--- src/rtl/clk_rst_pkg.sv ---
// clk_rst_pkg: shared reset-FSM encoding and constants for the clock/reset controller
package clk_rst_pkg;
  typedef enum logic [1:0] {SYNC = 2'd0, HOLD = 2'd1, RUN = 2'd2} rst_state_e;
  localparam int SYNC_DEPTH    = 2;
  localparam int DIV_DEFAULT_C = 2**20 - 1;
endpackage

--- src/rtl/tick_div.sv ---
// tick_div: programmable divider producing a one-cycle tick every div+1 cycles and a toggling phase
// Ports: CLK12MHZ clock; resetn async active-low reset; en counts only while high (else clears);
//        load latches div and restarts; tick/phase registered outputs; wrap is next-cycle tick.
module tick_div import clk_rst_pkg::*; #(
  parameter int               DIV_W   = 24,
  parameter logic [DIV_W-1:0] DIV_RST = DIV_W'(DIV_DEFAULT_C)
) (
  input  logic             CLK12MHZ,
  input  logic             resetn,
  input  logic             en,
  input  logic             load,
  input  logic [DIV_W-1:0] div,
  output logic             tick,
  output logic             phase,
  output logic             wrap
);
  logic [DIV_W-1:0] div_q, div_d, cnt_q, cnt_d;
  logic             tick_q, phase_q, phase_d;
  // a load in the wrap cycle suppresses that tick
  assign wrap = en & ~load & (cnt_q == div_q);
  always_comb begin
    div_d   = (en & load) ? div : div_q;
    cnt_d   = (en & ~load & ~wrap) ? cnt_q + 1'b1 : '0;
    phase_d = en & (phase_q ^ wrap);
  end
  always_ff @(posedge CLK12MHZ or negedge resetn)
    if (!resetn) begin
      div_q   <= DIV_RST;
      cnt_q   <= '0;
      tick_q  <= 1'b0;
      phase_q <= 1'b0;
    end else begin
      div_q   <= div_d;
      cnt_q   <= cnt_d;
      tick_q  <= wrap;
      phase_q <= phase_d;
    end
  assign tick  = tick_q;
  assign phase = phase_q;
endmodule

--- src/rtl/clk_rst_ctrl.sv ---
// clk_rst_ctrl: stretched system reset, NUM_CH tick/phase dividers and run/step CPU clock enable
// Ports: CLK12MHZ clock; resetn async active-low reset; div_i/div_load_i per-channel divisor load;
//        run_i free-run vs halted; step_i single-step level; rst_req_i soft reset;
//        sys_rstn_o/rst_busy_o reset status; tick_o/phase_o channel outputs; cpu_ce_o CPU enable.
module clk_rst_ctrl import clk_rst_pkg::*; #(
  parameter int NUM_CH      = 4,
  parameter int DIV_W       = 24,
  parameter int RST_CYCLES  = 16,
  parameter int DIV_DEFAULT = DIV_DEFAULT_C
) (
  input  logic                    CLK12MHZ,
  input  logic                    resetn,
  input  logic [NUM_CH*DIV_W-1:0] div_i,
  input  logic [NUM_CH-1:0]       div_load_i,
  input  logic                    run_i,
  input  logic                    step_i,
  input  logic                    rst_req_i,
  output logic                    sys_rstn_o,
  output logic                    rst_busy_o,
  output logic [NUM_CH-1:0]       tick_o,
  output logic [NUM_CH-1:0]       phase_o,
  output logic                    cpu_ce_o
);
  localparam int                HOLD_W    = RST_CYCLES > 1 ? $clog2(RST_CYCLES) : 1;
  localparam logic [HOLD_W-1:0] HOLD_LAST = HOLD_W'(RST_CYCLES - 1);
  rst_state_e              state_q;
  logic [HOLD_W-1:0]       hold_q;
  logic [SYNC_DEPTH-1:0]   sync_q;
  logic                    sys_rstn_q, busy_q;
  logic [2:0]              step_q;
  logic                    step_edge, pend_q, pend_d, ce_q, ce_d;
  logic [NUM_CH-1:0]       wrap;
  logic                    unused_wrap;
  // SYNC leaves on the edge that loads the last synchroniser stage, giving release-to-RUN of 2+RST_CYCLES edges
  always_ff @(posedge CLK12MHZ or negedge resetn)
    if (!resetn) begin
      state_q    <= SYNC;
      hold_q     <= '0;
      sync_q     <= '0;
      sys_rstn_q <= 1'b0;
      busy_q     <= 1'b1;
    end else begin
      sync_q <= {sync_q[SYNC_DEPTH-2:0], 1'b1};
      if (rst_req_i) begin
        state_q    <= HOLD;
        hold_q     <= '0;
        sys_rstn_q <= 1'b0;
        busy_q     <= 1'b1;
      end else case (state_q)
        SYNC: if (sync_q[SYNC_DEPTH-2]) begin
          state_q <= HOLD;
          hold_q  <= '0;
        end
        HOLD: if (hold_q == HOLD_LAST) begin
          state_q    <= RUN;
          sys_rstn_q <= 1'b1;
          busy_q     <= 1'b0;
        end else hold_q <= hold_q + 1'b1;
        default: ;
      endcase
    end
  for (genvar k = 0; k < NUM_CH; k++) begin : g_ch
    tick_div #(.DIV_W(DIV_W), .DIV_RST(DIV_W'(DIV_DEFAULT))) u_div (
      .CLK12MHZ (CLK12MHZ),
      .resetn   (resetn),
      .en       (sys_rstn_q),
      .load     (div_load_i[k]),
      .div      (div_i[k*DIV_W +: DIV_W]),
      .tick     (tick_o[k]),
      .phase    (phase_o[k]),
      .wrap     (wrap[k])
    );
  end
  assign unused_wrap = ^wrap;
  // cpu_ce_q shares its next value with channel 0's tick, so it lines up with tick_o[0]
  assign step_edge = step_q[1] & ~step_q[2];
  always_comb begin
    ce_d   = wrap[0] & (run_i | pend_q);
    pend_d = sys_rstn_q & ~run_i & (pend_q ? ~wrap[0] : step_edge);
  end
  always_ff @(posedge CLK12MHZ or negedge resetn)
    if (!resetn) begin
      step_q <= '0;
      pend_q <= 1'b0;
      ce_q   <= 1'b0;
    end else begin
      step_q <= {step_q[1:0], step_i};
      pend_q <= pend_d;
      ce_q   <= ce_d;
    end
  assign sys_rstn_o = sys_rstn_q;
  assign rst_busy_o = busy_q;
  assign cpu_ce_o   = ce_q;
endmodule

--- config.mk ---
export PLATFORM = sky130hd
export DESIGN_NAME = clk_rst_ctrl
export DESIGN_NICKNAME = d
export VERILOG_FILES = /design/src/rtl/clk_rst_pkg.sv /design/src/rtl/tick_div.sv /design/src/rtl/clk_rst_ctrl.sv
export SDC_FILE = /design/constraint.sdc
export NUM_CORES = 1
export LEC_CHECK = 0
export BUFFER_PORTS_ARGS = -buffer_cell sky130_fd_sc_hd__buf_2
export CAP_MARGIN = 20
export CORE_MARGIN = 2
export CORE_UTILIZATION = 53
export DETAILED_ROUTE_END_ITERATION = 10
export GPL_TIMING_DRIVEN = 0
export PLACE_DENSITY = 0.75
export SYNTH_ARGS = -nofsm -noshare
export SYNTH_HDL_FRONTEND = slang
export SYNTH_HIERARCHICAL = 1
export SYNTH_SLANG_ARGS = --single-unit
--- constraint.sdc ---
create_clock -name CLK12MHZ -period 1.7 [get_ports CLK12MHZ]
set_input_delay 0.17 -clock CLK12MHZ [delete_from_list [all_inputs] [get_ports CLK12MHZ]]
set_output_delay 0.17 -clock CLK12MHZ [all_outputs]
set_load 0.02 [all_outputs]
After elaboration in Yosys (flattened, before gate mapping)
Index checks and enable logic that the tools add are counted.

word-level totals
  register bits after elaboration = 214
  input bits = 105
  output and inout bits = 11
  word-level logic and storage cells = 103

operators by class
  $add $sub $neg = 5
  equal/unequal tests = 9
  multiplexer cells = 19
  bitwise logic cells = 39
  reduce and logical (&&, ||, !) cells = 7

operators with widths
  kind                                           count
  adder 24 x 1 -> 24 bit, second input constant  4
  == test 24 bit                                 4
  two-way mux 24 bit                             4
  AND 1 bit                                      24
  two-way mux 4 bit                              3
  inverter 1 bit                                 10
  != test 3 bit, second input constant           3
  case mux 4 bit (2 select lines)                1
  two-way mux 1 bit                              7
  two-way mux 2 bit                              3
  AND reduction 3 bit                            2
  adder 4 x 1 -> 4 bit, second input constant    1
  == test 4 bit, second input constant           1
  case mux 2 bit (2 select lines)                1
  nonzero test 2 bit                             2
  XOR 1 bit                                      4
  nonzero test 3 bit                             1
  == test 2 x 1 -> 1 bit, second input constant  1
  zero test 2 bit                                1
  AND reduction 2 bit                            1
  bitwise OR 1 bit                               1

Longest topological paths before layout
  depth after elaboration = 6
  gate-level depth with buffers = 7
  depth with buffers taken out = 7

Modules after synthesis
Netlist, hierarchy kept.

modules (own cells, without submodules)
  module        instances  cells an instance  area each (um2)
  tick_div      4          206                2,384.8
  clk_rst_ctrl  1          52                 600.6

Worst setup path before layout
No wires, ideal clock.

  path type = reg-to-reg
  start point = register g_ch[0].u_div.cnt_q[8]
  end point = register pend_q
  arrival = 1.544 ns
  data required time = 1.581 ns
  path slack = 0.037 ns
  stages on the path, launching flop included = 8
  buffers on the path = 0
  clock period less this slack = 1.663 ns
  path through = dfrtp_1 xor2_1 nor4_1 nand4_1 nor3b_1 nor2b_1 a21oi_1 nor3_1

between the ends
  longest elaborated chain between the ends = 5

ends and longest elaborated chain
  item                    line                source
  from (decl)             tick_div.sv:17      logic [DIV_W-1:0] div_q, div_d, cnt_q, cnt_d;
  from (signal assigned)  tick_div.sv:34      cnt_q <= cnt_d;
  == test 24 bit          tick_div.sv:20      assign wrap = en & ~load & (cnt_q == div_q);
  AND 1 bit               tick_div.sv:20
  via wrap[0]             clk_rst_ctrl.sv:32  logic [NUM_CH-1:0] wrap;
  inverter 1 bit          clk_rst_ctrl.sv:79  pend_d = sys_rstn_q & ~run_i & (pend_q ? ~wrap[0] : step_edge);
  two-way mux 1 bit       clk_rst_ctrl.sv:79
  AND 1 bit               clk_rst_ctrl.sv:79
  via pend_d              clk_rst_ctrl.sv:31  logic step_edge, pend_q, pend_d, ce_q, ce_d;
  to (signal assigned)    clk_rst_ctrl.sv:88  pend_q <= pend_d;
  to (decl)               clk_rst_ctrl.sv:31

The timed path passes the listed nets, and every way through them passes these cells.
A chain may end at the register's enable or synchronous reset.

Worst setup path after layout
  start point = register g_ch[2].u_div.div_q[13]
  end point = register g_ch[2].u_div.cnt_q[15]

between the ends
  longest elaborated chain between the ends = 5

ends and longest elaborated chain
  item                         line            source
  from (decl)                  tick_div.sv:17
  from (signal assigned)       tick_div.sv:33  div_q <= div_d;
  == test 24 bit               tick_div.sv:20
  AND 1 bit                    tick_div.sv:20
  inverter 1 bit               tick_div.sv:23  cnt_d = (en & ~load & ~wrap) ? cnt_q + 1'b1 : '0;
  AND 1 bit                    tick_div.sv:23
  two-way mux 24 bit           tick_div.sv:23
  via g_ch[2].u_div.cnt_d[15]  tick_div.sv:17
  to (signal assigned)         tick_div.sv:34
  to (decl)                    tick_div.sv:17

The timed path passes the listed nets, and every way through them passes these cells.

==> results.md <==
- Final number of hold-violating endpoints: 0
- Netlist area before placement: 10140 um2
- Post-layout min period: 2083 ps
- Clock transition at the register clock pins on the worst setup and hold paths after CTS: 60 ps
- Critical path class: register to register
- Worst flop-to-flop path startpoint: g_ch[2].u_div/div_q[13]$_DFFE_PN1P_
- Die extent in x: 142.3 um
- Met3 routing resource usage after global routing: 0.03802
- Overflow left after global routing: 0
- Final critical-path share of the clock period: 1.225
- Worst R2R Setup Slack: -380 ps
- Remaining routing DRC violations: 0
- Number of placement rows: 50
- Max_slew headroom: 0.4949
- Areal power density over the cells: 837.0 nW/um2
- Final Worst Setup Slack: -383.2 ps
- Area inside the core boundary: 18770 um2
- Total global routing track utilization: 0.2289
- Number of maximum-capacitance violations: 0
- Number of buffers created by CTS: 24
- Clock Latency Late Sink: 520 ps
- CP max-delay cell: dfstp_2
- Portion of the post-synthesis area used by sequential elements: 0.5381
- Final cell count without fillers: 1413
- Initial antenna violation count: 0
- Instance count of the mapped netlist: 876
- Commonest cells after routing, fill and taps aside: xor2_1 (138), buf_2 (121), dfrtp_1 (119)
- Area of combinational cells with multiple inputs: 4942 um2
- Number of cells after detailed placement: 1226
- Capture instance of the worst register-to-register path: g_ch[2].u_div/cnt_q[15]$_DFF_PN0_
- Layout Area Growth over Synthesis: 35.43%
- Power, Total: 11.49 mW
- Clock Tree Root: clkbuf_16
- WL final: 23.48 mm
- Fillcell total: 1211
- Full die area: 20250 um2
- Post-DR wirelength/cell: 16.62 um
- Number of violations reported at the end of detailed-routing iteration 0: 378
- Pin count of the biggest net entering global routing: 115
- Slowest Stage Delay on Critical Path: 530 ps
- Pleak: 6.214 nW
- Drt via density: 5.293
- Ys async rst share: 1.000
- Port buffer count: 115
- Global-route wire length before repair: 37.43 mm
- GR Util met2: 0.3946
- Top achievable clock speed: 480.0 MHz
- Antenna Diode Count: 0
- Net count after synthesis: 986
- Number of warning messages in the yosys log: 6
- Finish-stage setup viols: 103
- Critical Path End Type: register
- Starting density of the core: 0.5403
- Netlist cell types: 40
- Number of storage elements in the synthesis netlist: 214
- Max Transition Viols Final: 0
- Routing layer with the top usage in global route: met2
- Transition time at the pin with the least slew margin: 757.7 ps
- RSZ-0062 raised after global routing: true
- Number of enable-type register cells in the synthesized netlist: 0
- Final antenna-violating net count: 0
- Combined flip-flop and latch cell area: 5474 um2
- Setup TNS: -18680 ps
- Peak supply drop: 0.0007525 V
- Global routing met1 resource utilization: 0.3054
- Minimum hold slack: 254.1 ps
- Required time at the endpoint of the critical path: 2100 ps
- Result of the run: complete, but fails checks
- DIE HEIGHT: 142.3 um
- Clock tree from TritonCTS: built
- Most common cell after layout, fill and taps aside: xor2_1
- Post-DP HPWL: 14.46 mm
- Path type of the worst min-delay path: input pin to async pin
- Layout cells sized above 1: 0.4317
- Crit Path Max Fanout: 5
- Maximum buffer depth of the clock tree: 3
- Crit-path cells: xor2_1 -> nor4_1 -> nand4_1 -> buf_6 -> o21ai_4 -> buf_6 -> buf_6 -> nor2_1
- Depth of the CTS H-tree: 1
- Fin nets: 1271
- Number of sinks handled by clock tree synthesis: 214
- Worst-case clock skew: 13.63 ps
- Post-synth top flop: dfrtp_1
- Via count of the first global-routing pass: 7605
- First-pass detailed-route iteration total: 6
- Violated checks: negative setup slack
- Endpoint arrival time on the critical path: 2480 ps
- Synth Area per Inst: 11.58 um2
- Type of origin of the critical path: register
- Reg2Reg Depth: 8
- Top cell by count, worst path: buf_6
- RePlAce Congestion: 0.8159
- I/O Pins: 116
- DR vias: 7479
==> cell usage after synthesis, types with 2 or more instances <==
cell	count	area, um2
nor2_1	93	349.1
and2_1	8	50.05
o21a_1	2	15.01
and3_1	26	162.7
clkbuf_1	8	30.03
nor3b_1	4	30.03
a21boi_1	4	30.03
nor4_1	28	175.2
ha_1	5	62.56
buf_2	12	60.06
or3_1	8	50.05
dfrtp_1	133	3328
nor3_1	14	70.07
o21ai_0	11	55.05
dfstp_2	81	2128
or4_1	4	30.03
xor2_1	140	1226
xnor2_1	36	315.3
nand3_1	39	195.2
o21ai_2	4	35.03
and4_1	8	70.07
inv_1	18	67.56
buf_1	4	15.01
a21oi_1	11	55.05
nor2b_1	5	31.28
o21ai_1	3	15.01
nand2_1	33	123.9
o31ai_1	4	30.03
nand4_1	24	150.1
mux2_2	96	1081
==> routing by layer <==
| layer | routed length (um) | part of all wire |
|---|---|---|
| met1 | 10090 | 0.43 |
| met2 | 11780 | 0.50 |
| met3 | 1090 | 0.046 |
| met4 | 523 | 0.022 |
| met5 | 0 | 0 |
==> registers in the layout (all words and copies together) (netlist names) <==
signal,cells
sys_rstn_o,1
g_ch.u_div/tick,4
state_q,2
step_q,3
sync_q,1
g_ch.u_div/cnt_q,96
pend_q,1
g_ch.u_div/phase,4
g_ch.u_div/div_q,96
hold_q,4
cpu_ce_o,1
rst_busy_o,1
==> final cells by class <==
type | count | share of cell area
inverters | 18 | 0.004920
plain buffers | 24 | 0.01248
repair buffers | 259 | 0.1481
clock inverters | 3 | 0.001093
clock buffers | 41 | 0.05358
well taps | 234 | 0.02132
flip-flops and latches | 214 | 0.3986
multi-input cells | 620 | 0.3599
==> kinds of logic (layout without fill, tap and decap cells) <==
group / Yosys count / after routing / synth area share
DFF: 214 / 214 / 0.5381
buffers and inverters: 42 / 345 / 0.01703
AOI/OAI and AO/OA: 45 / 45 / 0.02949
other: 1 / 1 / 0.0003698
and+or+nand+nor: 297 / 297 / 0.1502
muxes: 96 / 96 / 0.1066
xor gates and xnor gates: 176 / 176 / 0.1520
adders and majority gates: 5 / 5 / 0.006170
==> stage by stage <==
| step | area, um2 | utilization | setup slack, ps |
|---|---|---|---|
| floorplan | 10140 | - | 36.99 |
| global placement | 11010 | 0.5865 | -3134 |
| detailed placement | 11050 | 0.5885 | -391.2 |
| CTS | 13320 | 0.7095 | -191.1 |
| global route | 13730 | 0.7317 | -487.6 |
| finish | 13730 | 0.7317 | -383.2 |
==> how the worst max path moves through the flow <==
stage,startpoint,endpoint,slack [ps]
2_1_floorplan,g_ch[0].u_div/cnt_q[8]$_DFF_PN0_,pend_q$_DFF_PN0_,40
3_3_place_gp,resetn,g_ch[2].u_div/cnt_q[9]$_DFF_PN0_,-3130
3_5_place_dp,g_ch[3].u_div/cnt_q[12]$_DFF_PN0_,g_ch[3].u_div/cnt_q[19]$_DFF_PN0_,-390
4_1_cts,g_ch[2].u_div/div_q[3]$_DFFE_PN1P_,g_ch[2].u_div/phase$_DFF_PN0_,-190
5_1_grt,g_ch[2].u_div/cnt_q[2]$_DFF_PN0_,g_ch[2].u_div/cnt_q[15]$_DFF_PN0_,-490
6_report,g_ch[2].u_div/div_q[13]$_DFFE_PN1P_,g_ch[2].u_div/cnt_q[15]$_DFF_PN0_,-380
==> critical path, delay by kind of cell, from the launching register on <==
family	cells	cell delay (ps)
flip-flops	1	530
buffers and inverters	3	450
AND/OR/NAND/NOR	3	660
XOR/XNOR	1	80
AO/OA/AOI/OAI	1	250
==> power breakdown <==
| part | leakage [nW] | total (mW) | internal (mW) | switching, mW |
|---|---|---|---|---|
| logic | 3.20 | 0.988 | 0.565 | 0.424 |
| clock network | 0.369 | 4.91 | 2.92 | 1.99 |
| registers | 2.65 | 5.59 | 5.44 | 0.158 |
| total | 6.21 | 11.5 | 8.92 | 2.57 |
==> timing repair <==
item                                    4_1_cts  5_1_grt
gates resized for setup                     103       87
pin swaps                                    65       40
endpoints found under the setup margin      184      108
endpoints found under the hold margin       164        0
hold buffers                                104        0
buffers inserted                             17       14
cloned                                        6        2
Note: power is estimated with default switching activity, not from simulation.
